===== config.mk =====
export PLATFORM = sky130hd
export DESIGN_NAME = lhn_mem_arbiter
export DESIGN_NICKNAME = d
export VERILOG_FILES = /design/src/rtl/lhn_mem_arbiter.sv
export SDC_FILE = /design/constraint.sdc
export NUM_CORES = 1
export LEC_CHECK = 0
export ABC_AREA = 1
export BUFFER_PORTS_ARGS = -buffer_cell sky130_fd_sc_hd__buf_2
export CELL_PAD_IN_SITES_DETAIL_PLACEMENT = 1
export CELL_PAD_IN_SITES_GLOBAL_PLACEMENT = 1
export CORE_ASPECT_RATIO = 1.4
export CORE_UTILIZATION = 33
export DETAILED_ROUTE_END_ITERATION = 12
export GPL_ROUTABILITY_DRIVEN = 0
export PLACE_DENSITY_LB_ADDON = 0.1
export SLEW_MARGIN = 10
export SYNTH_ARGS = -nofsm -noshare
export SYNTH_HDL_FRONTEND = slang
export SYNTH_SLANG_ARGS = --single-unit

===== constraint.sdc =====
create_clock -name Clock_pin -period 4.43 [get_ports Clock_pin]
set_input_delay 0.886 -clock Clock_pin [delete_from_list [all_inputs] [get_ports Clock_pin]]
set_output_delay 0.886 -clock Clock_pin [all_outputs]
set_load 0.02 [all_outputs]

===== src/rtl/lhn_mem_arbiter.sv =====
// Single-port main-memory arbiter for the lhnRISC621 core.
// Arbitrates instruction fetch (IF), data load/store (DM) and stack (SK)
// requests, registers the memory command and returns read data two cycles
// after the grant to whichever requester issued the read.
module lhn_mem_arbiter #(
  parameter int AW           = 10,
  parameter int DW           = 14,
  parameter int STARVE_LIMIT = 3
) (
  input  logic          Clock_pin,
  input  logic          Resetn_pin,
  input  logic          if_req,
  input  logic [AW-1:0] if_addr,
  output logic          if_gnt,
  input  logic          dm_req,
  input  logic          dm_we,
  input  logic [AW-1:0] dm_addr,
  input  logic [DW-1:0] dm_wdata,
  output logic          dm_gnt,
  input  logic          sk_req,
  input  logic          sk_we,
  input  logic          sk_lock,
  input  logic [AW-1:0] sk_addr,
  input  logic [DW-1:0] sk_wdata,
  output logic          sk_gnt,
  output logic [AW-1:0] mem_addr,
  output logic [DW-1:0] mem_wdata,
  output logic          mem_we,
  input  logic [DW-1:0] mem_rdata,
  output logic [DW-1:0] rdata,
  output logic          if_rvalid,
  output logic          dm_rvalid,
  output logic          sk_rvalid
);

  typedef enum logic {NORMAL, LOCKED} state_t;

  localparam logic [2:0] LIMIT = 3'(STARVE_LIMIT);
  localparam logic [1:0] ID_IF = 2'd0;
  localparam logic [1:0] ID_DM = 2'd1;
  localparam logic [1:0] ID_SK = 2'd2;

  state_t        state_q, state_d;
  logic [2:0]    starve_cnt_q, starve_cnt_d;
  logic          if_g, dm_g, sk_g, any_g, wr_g;
  logic [AW-1:0] mem_addr_q, mem_addr_d;
  logic [DW-1:0] mem_wdata_q, mem_wdata_d;
  logic          mem_we_q, mem_we_d;
  logic          rd_vld_p1_q, rd_vld_p1_d;
  logic [1:0]    rd_id_p1_q, rd_id_p1_d;
  logic [DW-1:0] rdata_q, rdata_d;
  logic [2:0]    rvalid_q, rvalid_d;

  // Grant selection, lock FSM next state and starvation counter update.
  // Grants are forced low while reset is asserted so nothing leaks out.
  always_comb begin
    if_g         = 1'b0;
    dm_g         = 1'b0;
    sk_g         = 1'b0;
    state_d      = state_q;
    starve_cnt_d = starve_cnt_q;
    if (Resetn_pin) begin
      if (state_q == LOCKED && sk_req) begin
        sk_g = 1'b1;                     // second half of CALL/RET beats even a starving IF
      end else if (if_req && starve_cnt_q == LIMIT) begin
        if_g = 1'b1;
      end else if (dm_req) begin
        dm_g = 1'b1;
      end else if (sk_req) begin
        sk_g = 1'b1;
      end else if (if_req) begin
        if_g = 1'b1;
      end
      // Only a NORMAL-state stack grant can open a lock, so at most two in a row.
      state_d = (state_q == NORMAL && sk_g && sk_lock) ? LOCKED : NORMAL;
      if (!if_req || if_g) begin
        starve_cnt_d = 3'd0;
      end else if (dm_g || sk_g) begin
        starve_cnt_d = (starve_cnt_q == LIMIT) ? LIMIT : starve_cnt_q + 3'd1;
      end
    end
  end

  // Memory command for the granted requester; address/data hold when idle.
  always_comb begin
    any_g       = if_g | dm_g | sk_g;
    wr_g        = (dm_g & dm_we) | (sk_g & sk_we);
    mem_addr_d  = mem_addr_q;
    mem_wdata_d = mem_wdata_q;
    rd_id_p1_d  = ID_IF;
    if (dm_g) begin
      mem_addr_d = dm_addr;
      rd_id_p1_d = ID_DM;
      if (dm_we) mem_wdata_d = dm_wdata;
    end else if (sk_g) begin
      mem_addr_d = sk_addr;
      rd_id_p1_d = ID_SK;
      if (sk_we) mem_wdata_d = sk_wdata;
    end else if (if_g) begin
      mem_addr_d = if_addr;
    end
    mem_we_d    = wr_g;
    rd_vld_p1_d = any_g & ~wr_g;
  end

  // Read return: capture memory data one cycle after the address is presented.
  always_comb begin
    rdata_d  = rdata_q;
    rvalid_d = 3'b000;
    if (rd_vld_p1_q) begin
      rdata_d  = mem_rdata;
      rvalid_d = 3'b001 << rd_id_p1_q;
    end
  end

  // State, counter and pipeline registers; reset drops any read in flight.
  always_ff @(posedge Clock_pin or negedge Resetn_pin) begin
    if (!Resetn_pin) begin
      state_q      <= NORMAL;
      starve_cnt_q <= 3'd0;
      mem_addr_q   <= '0;
      mem_wdata_q  <= '0;
      mem_we_q     <= 1'b0;
      rd_vld_p1_q  <= 1'b0;
      rd_id_p1_q   <= ID_IF;
      rdata_q      <= '0;
      rvalid_q     <= 3'b000;
    end else begin
      // stage p0 -> p1: memory command registered, read tagged with requester
      state_q      <= state_d;
      starve_cnt_q <= starve_cnt_d;
      mem_addr_q   <= mem_addr_d;
      mem_wdata_q  <= mem_wdata_d;
      mem_we_q     <= mem_we_d;
      rd_vld_p1_q  <= rd_vld_p1_d;
      rd_id_p1_q   <= rd_id_p1_d;
      // stage p1 -> p2: read data returned to the tagged requester
      rdata_q      <= rdata_d;
      rvalid_q     <= rvalid_d;
    end
  end

  assign if_gnt    = if_g;
  assign dm_gnt    = dm_g;
  assign sk_gnt    = sk_g;
  assign mem_addr  = mem_addr_q;
  assign mem_wdata = mem_wdata_q;
  assign mem_we    = mem_we_q;
  assign rdata     = rdata_q;
  assign if_rvalid = rvalid_q[ID_IF];
  assign dm_rvalid = rvalid_q[ID_DM];
  assign sk_rvalid = rvalid_q[ID_SK];

endmodule


### Word-level counts from Yosys, hierarchy flattened

Index checks and enable logic that the tools add are counted.

| word-level totals | value |
|---|---|
| bits in read-only memories | 0 |
| memories kept | 0 |
| bits in registers | 49 |
| output and inout bits | 45 |
| bits in writable memories | 0 |
| word-level logic and storage cells | 66 |
| bits in latches | 0 |
| input bits | 80 |

| operators by class | value |
|---|---|
| divide/modulo/power cells | 0 |
| multiply operators | 0 |
| shifts and indexed selects | 1 |
| equality and inequality tests | 2 |
| reductions and logical operators | 13 |
| muxes and demuxes | 32 |
| order comparisons | 0 |
| bitwise operators | 8 |
| add/sub/neg operators | 1 |

Operators with widths:

| cell | count |
|---|---|
| $mux 14 | 4 |
| $mux 10 | 3 |
| $mux 1 | 19 |
| $mux 3 | 4 |
| $reduce_bool 2->1 | 3 |
| $logic_and 1x1->1 | 4 |
| $mux 2 | 2 |
| $add 3x1->3 const B | 1 |
| $and 1x1->1 | 3 |
| $eq 3x2->1 const B | 1 |
| $or 1x1->1 | 3 |
| $reduce_and 3->1 | 1 |
| $reduce_bool 3->1 | 1 |
| $shl 1x2->3 const A | 1 |
| $logic_or 1x1->1 | 2 |
| $ne 2x2->1 const B | 1 |
| $not 1->1 | 2 |
| $reduce_and 2->1 | 1 |
| $logic_not 1->1 | 1 |

### Depth between registers and ports, before layout

Gate-level depths: netlist of the first run.

| depth | value |
|---|---|
| depth after elaboration | 10 |
| gate-level depth with buffers | 10 |
| gate-level depth less buffers | 9 |

### Worst setup path before layout of the first run

OpenSTA, ideal clock, no wires.

| timing path | value |
|---|---|
| path type | in2out |
| start | in Resetn_pin |
| end | out dm_gnt |
| stages on the path | 4 |
| buffers on the path | 2 |
| required time | 3.544 ns |
| arrival time | 1.483 ns |
| path slack | 2.061 ns |
| cells stage by stage | buf_4 > nand3_4 > nor2_8 > buf_4 |

| between the ends | value |
|---|---|
| longest elaborated chain between the ends | 1 |

RTL lines:

| element | RTL line | RTL |
|---|---|---|
| start: declaration | 11 | `input logic Resetn_pin,` |
| $mux 1 | 62 | `if (Resetn_pin) begin` |
| end: declaration | 19 | `output logic dm_gnt,` |

No other way between the ends.

### Final worst setup path of the first run

| timing path | value |
|---|---|
| start | in Resetn_pin |
| end | out sk_gnt |

| between the ends | value |
|---|---|
| longest elaborated chain between the ends | 1 |

RTL lines:

| element | RTL line | RTL |
|---|---|---|
| $mux 1 | 62 |  |
| end: declaration | 25 | `output logic sk_gnt,` |

No other way between the ends.

==> results.md, run 1 <==
- The CTS tree is done.
- The layout has around 900 filler cells.
- For the pin with the worst max-slew slack, the measured transition is 0.538 ns.
- In this run switching power makes up 37.0% of total power.
- For this run, the detailed router's first-pass iteration total came to 4.
- The post-detailed-route wirelength per cell is 13.3 um.
- Leaving out fill and tap cells, the most frequent cell in the layout is nand2_1.
- Input and output buffers added on the ports amount to 124.
- The largest buffer count on any clock path is 2.
- After routing the design area is 3140 um^2.
- Setup repair after global routing left no endpoint under its margin.
- The adder and majority cell fraction of the synthesized area is less than 1%.
- The critical path is of the primary input to output port type.
- After clock tree synthesis, the setup repair step added 0 buffers.
- The die width is between 70 and 80 um.
- The clock network burns a little under a quarter of the power.
- Cell internal power was estimated by the tool at ~0.78 mW.
- The min-delay analysis places its worst path in the category flip-flop to flip-flop.
- In this run the count of I/O pins placed on the die edge is about 130.
- The net switching power figure is 0.456 mW.
- The quantity of hold-fixing buffers added after cts is 0.
- The growth of design area from synthesis to finish is 31.5%.
- Setup violations remaining at the end of the flow were counted as 0.
- The power share of the combinational group is 30.8%.
- Clock latency on the worst-skew pair, taken at its later pin, is 0.31 ns.
- After the first detailed-routing iteration, the DRC count stood at 62.
- The run finished with clean final reports.
- Of the total synthesized cell area, the portion taken by AND, OR, NAND and NOR gates is a little under two fifths.
- The setup slack on the worst flop-to-flop path is roughly 1.8 ns.
- The placement row count is 36.
- The total vias in the final route is 2,406.
- For the final routed database, the setup TNS stands at 0 ns.
- The antenna diode count is 0.
- The post-route fraction of the period consumed by the critical path is 75.9%.
- The endpoint kind of the worst setup timing path is an output port.
- Once the floorplan was initialized, standard cells occupied 34.2% of the core.
- The final standard cell count with taps included and fillers excluded is around 520.
- The sequential fraction of the synthesis area is 51.3%.
- The maximum fanout along the worst path is 22.
- The initial antenna violation count came to 0.
- The die outline height is 103 um.
- The number of placed instances, taps included, is ~510.
- The reported max-cap violation count is 0.
- After global routing the overflow that remains totals 0.
- For the final database, setup skew stands at 0.00647 ns.
- The ratio of routed vias to standard cells is 4.64.
- The power density over the cells is 392 nW/um^2.
- The net count of the finished layout is around 500.
- The static leakage is 1.83 nW.
- The H-tree depth reported by CTS is 2.
- The synthesized netlist occupies a cell area of ~2400 um^2.
- For the worst setup path, the data arrival time is roughly 2.5 ns.
- The total nets after synthesis is between 300 and 400.
- The first global-routing pass estimated 11.2 mm of wire.
- The post-synthesis xor/xnor area fraction is 0%.
- The required time at the worst-slack endpoint is between 3 and 4 ns.
- The number of buffers created by CTS is 5.
- Of the post-synthesis cell area, the part taken by muxes is 0%.
- The Yosys step of the flow raised 0 warnings.
- In the layout the commonest cells are 145 x nand2_1, 124 x buf_2, 49 x dfrtp_1, 48 x nand3_1, 13 x o21ai_0.
- The maximum vdd ir drop is 133 uV.
- The count of mapped cells out of synthesis is 308.
- The total track usage is 19.3%.
- The fraction of final layout cells sized beyond drive strength 1 is 33.7%.
- The pin count of the biggest net entering global routing is 37.
- The number of synthesized register bits is 49.
- The number of DRC violations after detailed routing is 0.
- The full die area is 7590 um^2.
- The core region is 6980 um^2.
- The clock root buffer is clkbuf_8.
- The overall routed net length is 6.90 mm.
- The time the final worst path needs with I/O delays and setup is 3.36 ns.
- The clock transition time at the flip-flop clock pins of the worst setup and hold paths is 0.10 ns.
- The detailed placer's ending HPWL is 5.20 mm.
- The number of distinct library cells after synthesis is 26.
- The category of the worst setup path launch point is a primary input.
- After synthesis, the mean cell area works out to 7.76 um^2.
- Summing all placed instances gives a cell area of 3050 um^2.
- The worst pin sits at a relative slew slack of 64.0%.
- The highest clock frequency the design can meet is 0.297 GHz.
- The dominant combinational cell family by area after synthesis is simple AND/OR/NAND/NOR gates.
- The number of max-slew violations in the final report is 0.
- The final number of hold-violating endpoints came to 0.
- The detail route stage leaves a number of antenna-violating nets equal to 0.
- Sequential cells burn 46.6% of the power.
- The complex-gate fraction of the synthesized area is under 10%.
- The number of gates resized after CTS is 0.
- Clock tree synthesis found a total of 49 sinks.
- The via count of the first global-routing pass came to 2,454.
critical path, cell delays in order:
cell     delay [ns]
buf_2          0.42
nand2_2        0.10
a21oi_2        0.42
nand2_2        0.31
inv_4          0.15
buf_2          0.17
logic make-up after synthesis:
| family | count (synthesis) |
|---|---|
| adders and majority gates | 1 |
| AOI/OAI and AO/OA | 21 |
| and+or+nand+nor | 208 |
| DFF | 49 |
| buffers and inverters | 29 |
path summary, 6_finish.rpt:
path                                       from           to  depth (start not counted)
worst min register to register    rd_id_p1_q[1]  rvalid_q[1]                          1
worst min-delay path              rd_id_p1_q[1]  rvalid_q[1]                          1
min in group asynchronous            Resetn_pin  mem_addr[6]                          1
max in group asynchronous            Resetn_pin     rdata[0]                          2
worst max-delay path                 Resetn_pin       sk_gnt                          6
worst max register to register  starve_cnt_q[0]  mem_addr[3]                          7
layout make-up:
type | instances | area, um^2 | share of cell area [%]
Tap cell | 95 | 119 | 3.78
Multi-Input combinational cell | 230 | 1020 | 32.6
Clock inverter | 3 | 26.3 | 0.837
Sequential cell | 49 | 1230 | 39.0
Timing Repair Buffer | 125 | 628 | 20.0
Inverter | 12 | 47.5 | 1.51
Clock buffer | 5 | 68.8 | 2.19
layer usage:
layer / global-route usage [%] / wire (um)
met4: 6.66 / 114
met1: 21.3 / 2850
met3: 4.11 / 362
met2: 35.7 / 3570
met5: 0 / 0
registers in the layout, indices dropped and copies added (netlist names):
name and count:
mem_addr 10, rvalid_q 3, state_q 1, rd_id_p1_q 2, mem_wdata 14, starve_cnt_q 3
rdata 14, mem_we 1, rd_vld_p1_q 1
metrics by stage:
step / worst slack [ns] / hold WS, ns / util, % / total power [mW]
4_1_cts: 1.04 / 0.444 / 45.0 / 1.25
3_3_place_gp: 1.10 / 0.431 / 43.6 / 0.959
3_5_place_dp: 1.03 / 0.434 / 43.6 / 0.969
5_1_grt: 0.915 / 0.494 / 45.0 / 1.31
6_report: 1.07 / 0.447 / 45.0 / 1.23
2_1_floorplan: 2.06 / 0.415 / - / 0.809
power groups by stage:
stage / Sequential (mW) / Combinational (mW) / Clock [mW]
after floorplan: 0.672 / 0.137 / 0
after global placement: 0.580 / 0.379 / 0
after detailed placement: 0.582 / 0.387 / 0
after CTS: 0.574 / 0.388 / 0.288
after global routing: 0.584 / 0.427 / 0.304
final: 0.573 / 0.380 / 0.278
Yosys cell counts:
cell type	count	area share, %
nor3_1	1	0.21
nand2_2	3	0.79
nand2_4	2	0.94
nand2_1	145	23
clkbuf_2	1	0.21
nand4_1	1	0.26
ha_1	1	0.52
dfrtp_1	49	51
inv_2	1	0.16
clkbuf_1	4	0.63
nand3_4	1	0.73
o21ai_1	3	0.63
nor2_1	5	0.79
o22ai_1	2	0.52
o21ai_0	13	2.7
buf_6	1	0.47
buf_1	1	0.16
nand3_1	48	10
buf_2	8	1.7
nor3b_1	1	0.31
a21oi_2	1	0.37
buf_4	2	0.63
inv_4	1	0.26
nor2_8	1	0.84
a21oi_1	2	0.42
inv_1	10	1.6
Note: power is estimated with default switching activity, not from simulation.
==> run 2: changes to the inputs <==
CORE_UTILIZATION = 28   (was 33)
clock period = 2.8 ns   (was 4.43 ns; I/O delays follow)
==> run 2 against run 1 <==
Effect of this change: sequential power up 58%; first-iteration DRC count up 61%; critical path depth unchanged; global-route usage down 0.86 points; clock skew about the same.
==> results.md, run 2 (synthesis gave the netlist of run 1 again) <==
- The final setup violation count is 0 (unchanged).
- The post-detailed-route wirelength per cell was 14.3 um (was 13.3 um).
- The quantity of hold-fixing buffers added after cts is 0 (unchanged).
- The ratio of routed vias to standard cells came to 4.62 (was 4.64).
- The full die area came to 8910 um^2 (was 7590 um^2).
- The clock transition time at the flip-flop clock pins of the worst setup and hold paths is 0.07 ns (was 0.10 ns).
- The post-route antenna net violation count came to 0 (unchanged).
- The via count of the first global-routing pass is 2,604 (was 2,454).
- The CTS tree is done (unchanged).
- The final total negative setup slack is 0 ns (unchanged).
- The port buffer count came to 124 (unchanged).
- The final number of hold-violating endpoints is 0 (unchanged).
- Dividing the final minimum period by the clock period gives a little over four fifths.
- The detailed placer's ending HPWL is 5.71 mm (was 5.20 mm).
- The H-tree depth reported by CTS was 2 (unchanged).
- The placement-stage cell area was 3100 um^2 (was 3050 um^2).
- The final design instance area without fill is 3290 um^2 (was 3140 um^2).
- The number of buffers created by CTS is 5 (unchanged).
- The pin count of the biggest net entering global routing was 30 (was 37).
- The count of fill cells added during filler insertion came to 1,080 (was 904).
- The commonest non-fill, non-tap cell in the layout is nand2_1 (unchanged).
- The depth of the worst register-to-register path is 9 (was 7).
- Unrepaired setup endpoints after global routing: no (unchanged).
- The number of max-slew violations in the final report is 0 (unchanged).
- The largest buffer count on any clock path was 2 (unchanged).
- The placement row count is 39 (was 36).
- The endpoint kind of the worst setup timing path is an output port (unchanged).
- The antenna diode count is 0 (unchanged).
- The required time at the worst-slack endpoint is 2.24 ns (was 3.54 ns).
- The worst slew slack as a fraction of its limit was 64.3% (was 64.0%).
- The clock net sink count is 49 (unchanged).
- The die outline height is 111 um (was 103 um).
- The overall power is 2.31 mW (was 1.23 mW).
- The core footprint came to 8200 um^2 (was 6980 um^2).
- The maximum fanout along the worst path is 14 (was 22).
- Commonest non-fill, non-tap cells in the layout: 145 x nand2_1, 124 x buf_2, 49 x dfrtp_1, 48 x nand3_1, 13 x o21ai_0 (unchanged).
- The number of DRC violations after detailed routing is 0 (unchanged).
- The overflow left after global routing is 0 (unchanged).
- The total vias in the final route is 2,456 (was 2,406).
- The violation count after the first detailed-routing iteration was 100 (was 62).
- The static leakage is 1.91 nW (was 1.83 nW).
- The post-CTS setup buffer count is 0 (unchanged).
- The die width is 80.1 um (was 73.9 um).
- The worst-skew pair later-pin latency was 0.29 ns (was 0.31 ns).
- The I/O pin count is 125 (unchanged).
- The growth of design area from synthesis to finish is 37.9% (was 31.5%).
- The transition time at the pin with the least slew margin is 0.536 ns (was 0.538 ns).
- The overall routed net length is 7.59 mm (was 6.90 mm).
- The startpoint of the worst register-to-register path is starve_cnt_q[0] (unchanged).
- The maximum vdd ir drop was 376 uV (was 133 uV).
- Result of the run: finished, final reports clean (unchanged).
- The worst-case clock skew came to 0.00652 ns (was 0.00647 ns).
- The power density over the cells is 703 nW/um^2 (was 392 nW/um^2).
- The critical path data arrival time came to 1.78 ns (was 2.48 ns).
- The starting utilization of the core area was 29.1% (was 34.2%).
- Timing would allow up to 0.428 GHz.
- The final-stage net count is 510 (was 504).
- The first-pass GRT wire length is 12.6 mm (was 11.2 mm).
- The number of iterations in the first detailed-routing pass is 4 (unchanged).
- The class of the tightest hold or removal check is primary input to async pin (was flip-flop to flip-flop).
- The initial antenna violation count is 0 (unchanged).
- The number of gates resized after CTS came to 0 (unchanged).
- The setup slack on the worst flop-to-flop path came to 0.78 ns (was 1.79 ns).
- The reported max-cap violation count was 0 (unchanged).
- The category of the most critical setup path was flip-flop to output port (was primary input to output port).
- The clock root buffer is clkbuf_16 (was clkbuf_8).
- The total track usage is 18.4% (was 19.3%).
- The fraction of final layout cells sized beyond drive strength 1 is 34.7% (was 33.7%).
- The end of the worst register-to-register path is mem_addr[1] (was mem_addr[3]).
- The category of the worst setup path launch point is a flip-flop (was primary input).
- The time the final worst path needs with I/O delays and setup is 2.34 ns.
run 2: cell types whose count changed in the layout (fill, tap and decap cells not counted), sizes merged:
| cell | before | now |
|---|---|---|
| clkinvlp | 2 | 0 |
| bufinv | 0 | 2 |
| buf | 125 | 131 |
run 2: per-layer routing:
metal / share of wire, % / track usage [%] / wire, um
met4: 1.1 / 5.00 / 85
met1: 41 / 22.3 / 3120
met5: 0 / 0 / 0
met2: 52 / 32.6 / 3980
met3: 5.4 / 3.37 / 410
run 2: per-stage QoR:
step | cells | worst slack [ns] | hold slack, ns | util, %
floorplan | 308 | 1.05 | 0.264 | -
global placement | 524 | 0.641 | 0.429 | 37.8
detailed placement | 524 | 0.602 | 0.453 | 37.8
CTS | 532 | 0.438 | 0.398 | 40.2
global route | 532 | 0.342 | 0.420 | 40.2
finish | 532 | 0.463 | 0.392 | 40.2
run 2: cell type report:
cell class / instances / area, um^2 / share of cell area [%]
clock buffers: 5 / 125 / 3.80
clock inverters: 3 / 68.8 / 2.09
inverters: 12 / 47.5 / 1.44
multi-input cells: 230 / 1020 / 31.1
flip-flops and latches: 49 / 1230 / 37.2
well taps: 102 / 128 / 3.88
repair buffers: 131 / 673 / 20.4
run 2: worst max-delay path: stages, from the launching register on:
cell     delay [ns]
dfrtp_1        0.39
ha_1           0.27
nand4_1        0.12
buf_4          0.19
nand2_2        0.22
inv_4          0.14
buf_2          0.17
run 2: worst max path at each step:
stage	startpoint	to	slack [ns]
CTS	starve_cnt_q[0]	sk_gnt	0.44
detailed placement	Resetn_pin	sk_gnt	0.60
global placement	Resetn_pin	sk_gnt	0.64
global route	starve_cnt_q[0]	sk_gnt	0.34
finish	starve_cnt_q[0]	sk_gnt	0.46
floorplan	starve_cnt_q[0]	dm_gnt	1.05
run 2: report_power, final:
| group | internal [mW] | switching, mW |
|---|---|---|
| combinational | 0.217 | 0.397 |
| clock | 0.515 | 0.276 |
| sequential | 0.835 | 0.0731 |
